===== src/rtl/pam_tx_gen_if.sv =====
// Symbol stream interface: external data input and the PAM level output, both ready/valid.
interface pam_tx_gen_if #(
    parameter int unsigned BITS_PER_SYM = 2,
    parameter int unsigned VOLT_W       = 8
);
    logic [BITS_PER_SYM-1:0] ext_data;
    logic                    ext_valid;
    logic                    ext_ready;
    logic [BITS_PER_SYM-1:0] sym_out;
    logic signed [VOLT_W-1:0] level_out;
    logic                    out_valid;
    logic                    out_ready;

    // Generator side
    modport master (
        input  ext_data, ext_valid, out_ready,
        output ext_ready, sym_out, level_out, out_valid
    );

    // Producer of external data / consumer of symbols
    modport slave (
        output ext_data, ext_valid, out_ready,
        input  ext_ready, sym_out, level_out, out_valid
    );
endinterface


===== src/rtl/pam_tx_gen.sv =====
// PAM-M transmit source: PRBS7/15/31 or external bits, Gray coding, signed level mapping,
// error injection and an accepted-symbol counter behind a ready/valid output.
module pam_tx_gen #(
    parameter int unsigned BITS_PER_SYM = 2,
    parameter int unsigned VOLT_W       = 8,
    parameter int unsigned LEVEL_STEP   = 32,
    parameter logic [30:0] SEED         = 31'h7FFFFFFF,
    parameter int unsigned CNT_W        = 32
) (
    input  logic             clk,
    input  logic             reset_n,
    input  logic             en,
    input  logic [1:0]       mode,
    input  logic             seed_load,
    input  logic [30:0]      seed_val,
    input  logic             err_inject,
    output logic [CNT_W-1:0] sym_count,
    pam_tx_gen_if.master     bus
);

    localparam int unsigned M = 1 << BITS_PER_SYM;

    typedef enum logic [0:0] {StIdle, StRun} state_e;

    state_e                   state_q, state_d;
    logic [30:0]              lfsr_q, lfsr_d, lfsr_step;
    logic [1:0]               mode_q;
    logic                     err_pending_q;
    logic [BITS_PER_SYM-1:0]  sym_q;
    logic signed [VOLT_W-1:0] level_q, level_d;
    logic                     valid_q;
    logic [CNT_W-1:0]         count_q;

    logic                     run, space, gen, accept, flip, fb;
    logic [BITS_PER_SYM-1:0]  prbs_bits, raw, gray, gray_err;
    int                       lvl_full;

    // Active-length mask; mode 3 keeps the full register (LFSR is idle there)
    function automatic logic [30:0] len_mask(input logic [1:0] m);
        case (m)
            2'd0:    return 31'h0000007F;
            2'd1:    return 31'h00007FFF;
            default: return 31'h7FFFFFFF;
        endcase
    endfunction

    // Mask to the active length; an all-zero seed would lock the LFSR, so force it to 1
    function automatic logic [30:0] fix_seed(input logic [30:0] v, input logic [1:0] m);
        logic [30:0] x;
        x = v & len_mask(m);
        return (x == 31'd0) ? 31'd1 : x;
    endfunction

    function automatic logic lfsr_fb(input logic [30:0] s, input logic [1:0] m);
        case (m)
            2'd0:    return s[6] ^ s[5];
            2'd1:    return s[14] ^ s[13];
            default: return s[30] ^ s[27];
        endcase
    endfunction

    // FSM state register
    always_ff @(posedge clk or negedge reset_n) begin
        if (!reset_n) state_q <= StIdle;
        else          state_q <= state_d;
    end

    // FSM next state: en alone moves between idle and run
    always_comb begin
        state_d = state_q;
        unique case (state_q)
            StIdle: if (en)  state_d = StRun;
            StRun:  if (!en) state_d = StIdle;
            default:         state_d = StIdle;
        endcase
    end

    // FSM outputs: a new symbol is made only in run with a free output slot
    always_comb begin
        run           = (state_q == StRun);
        space         = !valid_q || bus.out_ready;
        gen           = run && space && ((mode != 2'd3) || bus.ext_valid);
        accept        = valid_q && bus.out_ready;
        bus.ext_ready = run && (mode == 2'd3) && space;
    end

    // Step the LFSR BITS_PER_SYM times; the first bit out becomes the symbol MSB
    always_comb begin
        lfsr_step = lfsr_q;
        prbs_bits = '0;
        fb        = 1'b0;
        for (int i = 0; i < BITS_PER_SYM; i++) begin
            fb                           = lfsr_fb(lfsr_step, mode);
            prbs_bits[BITS_PER_SYM-1-i] = fb;
            lfsr_step                    = {lfsr_step[29:0], fb} & len_mask(mode);
        end
    end

    // LFSR next state: explicit load beats mode-change reload beats a step
    always_comb begin
        lfsr_d = lfsr_q;
        if (seed_load)                    lfsr_d = fix_seed(seed_val, mode);
        else if (mode != mode_q)          lfsr_d = fix_seed(SEED, mode);
        else if (gen && (mode != 2'd3))   lfsr_d = lfsr_step;
    end

    // Gray code, optional LSB flip, then signed level at full width before truncation
    always_comb begin
        raw         = (mode == 2'd3) ? bus.ext_data : prbs_bits;
        gray        = raw ^ (raw >> 1);
        flip        = err_pending_q || err_inject;
        gray_err    = gray;
        gray_err[0] = gray[0] ^ flip;
        lvl_full    = (2 * int'(gray_err) - (int'(M) - 1)) * int'(LEVEL_STEP);
        level_d     = lvl_full[VOLT_W-1:0];
    end

    // LFSR, mode tracker and pending-error flag
    always_ff @(posedge clk or negedge reset_n) begin
        if (!reset_n) begin
            lfsr_q        <= SEED;
            mode_q        <= 2'd0;
            err_pending_q <= 1'b0;
        end else begin
            lfsr_q <= lfsr_d;
            mode_q <= mode;
            if (gen)             err_pending_q <= 1'b0;
            else if (err_inject) err_pending_q <= 1'b1;
        end
    end

    // Output register and accepted-symbol counter; data holds while stalled or drained
    always_ff @(posedge clk or negedge reset_n) begin
        if (!reset_n) begin
            sym_q   <= '0;
            level_q <= '0;
            valid_q <= 1'b0;
            count_q <= '0;
        end else begin
            if (gen) begin
                sym_q   <= gray_err;
                level_q <= level_d;
                valid_q <= 1'b1;
            end else if (accept) begin
                valid_q <= 1'b0;
            end
            if (accept) count_q <= count_q + CNT_W'(1);
        end
    end

    assign bus.sym_out   = sym_q;
    assign bus.level_out = level_q;
    assign bus.out_valid = valid_q;
    assign sym_count     = count_q;

endmodule


===== src/flat_wrapper.sv =====
// flat-port wrapper written by rule: the top's interface ports become plain ports
module pam_tx_gen_flat 
#(
    parameter int unsigned BITS_PER_SYM = 2,
    parameter int unsigned VOLT_W       = 8,
    parameter int unsigned LEVEL_STEP   = 32,
    parameter logic [30:0] SEED         = 31'h7FFFFFFF,
    parameter int unsigned CNT_W        = 32
)
  (clk, reset_n, en, mode, seed_load, seed_val, err_inject, sym_count, bus_ext_data, bus_ext_valid, bus_out_ready, bus_ext_ready, bus_sym_out, bus_level_out, bus_out_valid);
  pam_tx_gen_if #(.BITS_PER_SYM(BITS_PER_SYM), .VOLT_W(VOLT_W)) bus_i ();
  input  logic clk;
  input  logic reset_n;
  input  logic en;
  input  logic [1:0] mode;
  input  logic seed_load;
  input  logic [30:0] seed_val;
  input  logic err_inject;
  output logic [CNT_W-1:0] sym_count;
  input wire logic [$bits(bus_i.ext_data)-1:0] bus_ext_data;
  input wire logic [$bits(bus_i.ext_valid)-1:0] bus_ext_valid;
  input wire logic [$bits(bus_i.out_ready)-1:0] bus_out_ready;
  output wire logic [$bits(bus_i.ext_ready)-1:0] bus_ext_ready;
  output wire logic [$bits(bus_i.sym_out)-1:0] bus_sym_out;
  output wire logic [$bits(bus_i.level_out)-1:0] bus_level_out;
  output wire logic [$bits(bus_i.out_valid)-1:0] bus_out_valid;
  assign bus_i.ext_data = bus_ext_data;
  assign bus_i.ext_valid = bus_ext_valid;
  assign bus_i.out_ready = bus_out_ready;
  assign bus_ext_ready = bus_i.ext_ready;
  assign bus_sym_out = bus_i.sym_out;
  assign bus_level_out = bus_i.level_out;
  assign bus_out_valid = bus_i.out_valid;
  pam_tx_gen #(.BITS_PER_SYM(BITS_PER_SYM), .VOLT_W(VOLT_W), .LEVEL_STEP(LEVEL_STEP), .SEED(SEED), .CNT_W(CNT_W)) u_core (.clk(clk), .reset_n(reset_n), .en(en), .mode(mode), .seed_load(seed_load), .seed_val(seed_val), .err_inject(err_inject), .sym_count(sym_count), .bus(bus_i));
endmodule

===== config.mk =====
export PLATFORM = sky130hd
export DESIGN_NAME = pam_tx_gen_flat
export DESIGN_NICKNAME = d
export VERILOG_FILES = /design/src/rtl/pam_tx_gen_if.sv /design/src/rtl/pam_tx_gen.sv /design/src/flat_wrapper.sv
export SDC_FILE = /design/constraint.sdc
export NUM_CORES = 1
export LEC_CHECK = 0
export ABC_AREA = 1
export CAP_MARGIN = 20
export CORE_AREA = 5 5 135 137
export DETAILED_ROUTE_END_ITERATION = 16
export DIE_AREA = 0 0 140 142
export PLACE_DENSITY_LB_ADDON = 0.1
export SLEW_MARGIN = 10
export SYNTH_ARGS = -nofsm -noshare
export SYNTH_HDL_FRONTEND = slang
export SYNTH_SLANG_ARGS = --single-unit

===== constraint.sdc =====
create_clock -name clk -period 2.55 [get_ports clk]
set_input_delay 0.51 -clock clk [delete_from_list [all_inputs] [get_ports clk]]
set_output_delay 0.51 -clock clk [all_outputs]
set_load 0.01 [all_outputs]

-- Yosys cells after proc, flatten, opt, wreduce, memory -nomap -nowiden
Cells that the tools add are included.
- output and inout bits: 44
- bits of input ports: 42
- flip-flop bits (word level): 73
- word-level logic and storage cells: 58
- reduce and logical (&&, ||, !) cells: 16
- add/subtract/negate cells: 2
- equal/unequal tests: 4
- muxes and demuxes: 17
- bitwise operators: 11
- operators with widths (cell ; number):
    31-bit two-way mux ; 8
    31-bit AND ; 3
    31-bit zero test ; 2
    31-bit case mux with 2 select lines ; 1
    32-bit by 1-bit adder with 32-bit output (second input constant) ; 1
    1-bit bitwise XOR ; 7
    1-bit logical AND ; 6
    1-bit two-way mux ; 5
    1-bit case mux with 2 select lines ; 2
    2-bit nonzero test ; 2
    1-bit logical OR ; 3
    3-bit nonzero test ; 1
    3-bit by 2-bit subtractor with 3-bit output (second input constant) ; 1
    2-bit by 1-bit == test with 1-bit output (second input constant) ; 1
    2-bit == test (second input constant) ; 1
    2-bit zero test ; 1
    2-bit two-way mux ; 1
    2-bit inequality test ; 1
    2-bit inequality test (second input constant) ; 1
    2-bit by 1-bit bitwise XOR with 2-bit output ; 1
    1-bit zero test ; 1

-- Longest topological paths before layout
- depth after elaboration: 9
- mapped depth: 10

-- Least setup slack after synthesis
OpenSTA, ideal clock, no wires.
- kind: register -> register
- start point: register u_core.count_q[0] (netlist: u_core.sym_count[0])
- end point: register u_core.count_q[28] (netlist: u_core.sym_count[28])
- setup slack: 0.823 ns
- path buffers: 0
- stages on the path, launching flop included: 9
- arrival: 1.603 ns
- period minus slack after synthesis: 1.727 ns
- cells stage by stage: dfrtp_1 > ha_1 > nand3_1 > nor2_2 > nand3_2 > nor2_4 > nand4_1 > o21ai_0 > nand2_1
- word-level cells in the longest chain between the ends: 1
- RTL lines (element ; line ; RTL):
    start, declared ; pam_tx_gen.sv:32 ; logic [CNT_W-1:0] count_q;
    start signal, assigned ; pam_tx_gen.sv:147 ; if (accept) count_q <= count_q + CNT_W'(1);
    32-bit by 1-bit adder with 32-bit output ; pam_tx_gen.sv:147 ;
Every way passes these cells.
A chain may end at the register's enable or synchronous reset.

-- Worst setup path after layout
- start point: input port bus_out_ready
- end point: output port bus_ext_ready
- word-level cells in the longest chain between the ends: 2
- RTL lines (element ; line ; RTL):
    start, declared ; flat_wrapper.sv:22 ; input wire logic [$bits(bus_i.out_ready)-1:0] bus_out_ready;
    1-bit logical OR ; pam_tx_gen.sv:81 ; space = !valid_q || bus.out_ready;
    1-bit logical AND ; pam_tx_gen.sv:84 ; bus.ext_ready = run && (mode == 2'd3) && space;
    end, declared ; flat_wrapper.sv:23 ; output wire logic [$bits(bus_i.ext_ready)-1:0] bus_ext_ready;
Every way passes these cells.

==> flow_summary.yaml <==
global_routing:
  antenna_found_initial: 0
  grt_pass1_wl_um: 19300
  grt_util_all_layers_pct: 12.1
  grt.overflow.total: 0
  grt_pass1_vias: 3698
  grt_max_degree: 55
die:
  start_util_pct: 24.5
  placementRows: 48
  fp.coreArea_mm2: 0.0169
  ios: 86
  die-area_mm2: 0.0199
  die_h_um: 142
  fp.dieW_um: 140
sta:
  fin_tns_setup_ns: 0
  final_hold_viol_count: 0
  setup_violations: 0
  skew_ns: 0.00829
  post-route-period-util_pct: 93.3
  rsz0062_at_grt: "no"
  drv_slew: 0
  max_freq_mhz: 420
  final.min_clock_period_ns: 2.38
  tightest_slew_ns: 0.557
  slew_headroom_pct: 62.6
power_and_ir_drop:
  power_mw: 3.47
  powerDensity_mw_per_mm2: 628
  max-vdd-ir-drop_v: 0.000368
  power.leakage_nw: 2.30
clock_network:
  hold_buffers: 0
  root_buffer: "clkbuf_16"
  cts.clk_slew.worst_paths_ns: 0.06
  cts_max_level: 3
  clk_latency_ns: 0.34
  cts.sinks: 72
  post_cts_buffers: 0
  numCtsBuffers: 9
  clk_path_buf_depth: 2
  cts_tree: "built"
  post_cts_resized: 0
setup_path:
  rr_worst_depth: 8
  worstPathMaxFanout: 2
  r2r_start: "u_core.sym_count[0]"
  worst_ep_required_time_ns: 2.04
  cp_top_family: "buffers and inverters"
  path_buf_inv: 3
  path_class: "primary input to primary output"
  startpoint: "bus_out_ready"
  cp.depth: 6
  startpoint_type: "primary input"
  r2r_end: "u_core.sym_count[28]"
  r2r_slack_ns: 0.57
  cpMaxStageDelayCell: "clkdlybuf4s50_1"
  slowest_delay_ns: 0.54
  cp-endpoint: "bus_ext_ready"
  crit_chain: "clkdlybuf4s50_1 -> inv_1 -> nand2_1 -> nand2_1 -> nor2_1 -> clkdlybuf4s50_1"
  worstPathArrival_ns: 1.87
  cp-end-kind: "primary output"
yosys:
  seq_area_frac_synth_pct: 44.4
  synth_area_leaders: "dfrtp_1 (25%), dfstp_2 (20%), nand2_1 (12%)"
  ys_warn_count: 0
  synth_top_area_cell: "dfrtp_1"
  synth_top_flop_cell: "dfrtp_1"
  yosysUniqueCellTypes: 34
  synth_edf_count: 0
  syn-instance-count: 553
  avgSynthCellArea_um2: 7.50
  netlist_area_mm2: 0.00415
  async_flop_share_pct: 100
  ys_ff_latch: 72
  yosysTopAreaCellShare_pct: 24.7
run_status:
  status: "finished clean"
drt:
  vias: 3839
  wl_per_cell_um: 13.6
  drtAntennaViolNets: 0
  wirelength_um: 11900
  dr.pass1.iters: 4
  drc: 0
  viasPerCell: 4.42
  drt-initial-drc-count: 220
final_layout:
  antenna_cells: 0
  multi_input_area_mm2: 0.00199
  drive_above_1_share_pct: 12.1
  fin_nets: 682
  syn_to_final_growth_pct: 33.0
  n_fill_cell: 1843
  seq_area_mm2: 0.00184
  postLayoutCellArea_mm2: 0.00552
placement:
  place_hpwl_um: 8990
  io_buffer_count: 80
  gp_congestion: 0.786
  postPlaceCellArea_mm2: 0.00522
worst_hold_path:
  hp-class: "primary input to async pin"
job:
  maxCapViolCount: 0
## synthesized netlist by cell type (2+ instances only)
cell type / n
nand2_1: 132
nor2_1: 72
nand3_1: 53
inv_1: 51
o21ai_0: 48
dfrtp_1: 41
dfstp_2: 31
a31oi_1: 22
nor3_1: 14
xor2_1: 13
nand4_1: 10
buf_4: 9
xnor2_1: 9
clkbuf_1: 7
a21oi_1: 5
buf_2: 5
nand2_2: 5
nor2_2: 4
nor2_4: 4
o21ai_1: 3
or2_2: 2
## worst reg2reg max path: cells and delay by family, from the launching register on
kind / cells / cell delay [ns]
adders and majority gates: 1 / 0.30
AOI/OAI and AO/OA: 1 / 0.22
DFF: 1 / 0.49
and+or+nand+nor: 6 / 0.86
## cell type report
| cell class | count | area share (%) |
|---|---|---|
| clock inverter | 2 | 0.181 |
| multi-input combinational | 410 | 36.1 |
| inverter | 53 | 3.60 |
| tap | 225 | 5.10 |
| sequential | 72 | 33.3 |
| timing repair buffer | 93 | 16.5 |
| clock buffer | 14 | 5.17 |
## registers in the layout, summed over array words and instances (netlist names)
name	count
u_core.bus.sym_out	2
u_core.err_pending_q	1
u_core.lfsr_q	31
u_core.sym_count	32
u_core.bus.out_valid	1
u_core.bus.level_out	2
u_core.run	1
u_core.mode_q	2
## kinds of logic (layout without fill, tap and decap cells)
family          Yosys count  count (layout)  synth area share [%]
compound gates           81              81                  10.6
xor+xnor                 22              22                  4.64
fa+ha+maj                 1               1                 0.302
buf+inv                  75             162                  7.93
flops                    72              72                  44.4
other cells               1               5                0.0904
simple gates            301             301                  32.1
## metal layers
layer  vias to the layer above  track usage [%]  wire, um
met5                         -                0         0
met4                         0             4.59       187
met3                        15             2.59       586
met2                        89             18.8      5330
met1                      1760             16.7      5760
li1                       1975                -         -
## how the worst min path moves through the flow
stage          cells after the start                      end  slack [ns]                    start
2_1_floorplan                      0  u_core.bus.level_out[5]        0.21                  reset_n
3_3_place_gp                       1  u_core.bus.level_out[5]        0.47  u_core.bus.level_out[5]
3_5_place_dp                       1  u_core.bus.level_out[5]        0.46  u_core.bus.level_out[5]
4_1_cts                            1      u_core.sym_count[5]        0.19                  reset_n
5_1_grt                            1      u_core.sym_count[7]        0.22                  reset_n
6_report                           1      u_core.sym_count[7]        0.16                  reset_n
## metrics by stage
| step | hold slack [ns] | utilization [%] | cells | worst slack [ns] |
|---|---|---|---|---|
| floorplan | 0.214 | - | 557 | 0.823 |
| global placement | 0.466 | 30.8 | 853 | 0.171 |
| detailed placement | 0.459 | 30.8 | 853 | 0.164 |
| CTS | 0.186 | 32.6 | 869 | 0.155 |
| global route | 0.217 | 32.6 | 869 | 0.0475 |
| finish | 0.165 | 32.6 | 869 | 0.170 |
## where the power goes
part	total (mW)	internal (mW)	switching, mW
clock network	1.26	0.769	0.487
registers	1.49	1.33	0.155
logic	0.725	0.349	0.377
## cells in the final DEF, fill, tap and decap left out, drive strengths merged
cell / n
clkdlybuf4s50: 79
nand3: 55
nor3b: 1
buf: 14
nor2: 80
inv: 52
conb: 5
a21oi: 5
o211ai: 1
nand2: 138
dfstp: 31
xor2: 13
nand3b: 1
xnor2: 9
or2: 2
o21a: 1
ha: 1
clkinv: 3
clkbuf: 14
nand4: 10
dfrtp: 41
nor3: 14
a31oi: 22
o22ai: 1
o21ai: 51
Note: power is estimated with default switching activity, not from simulation.
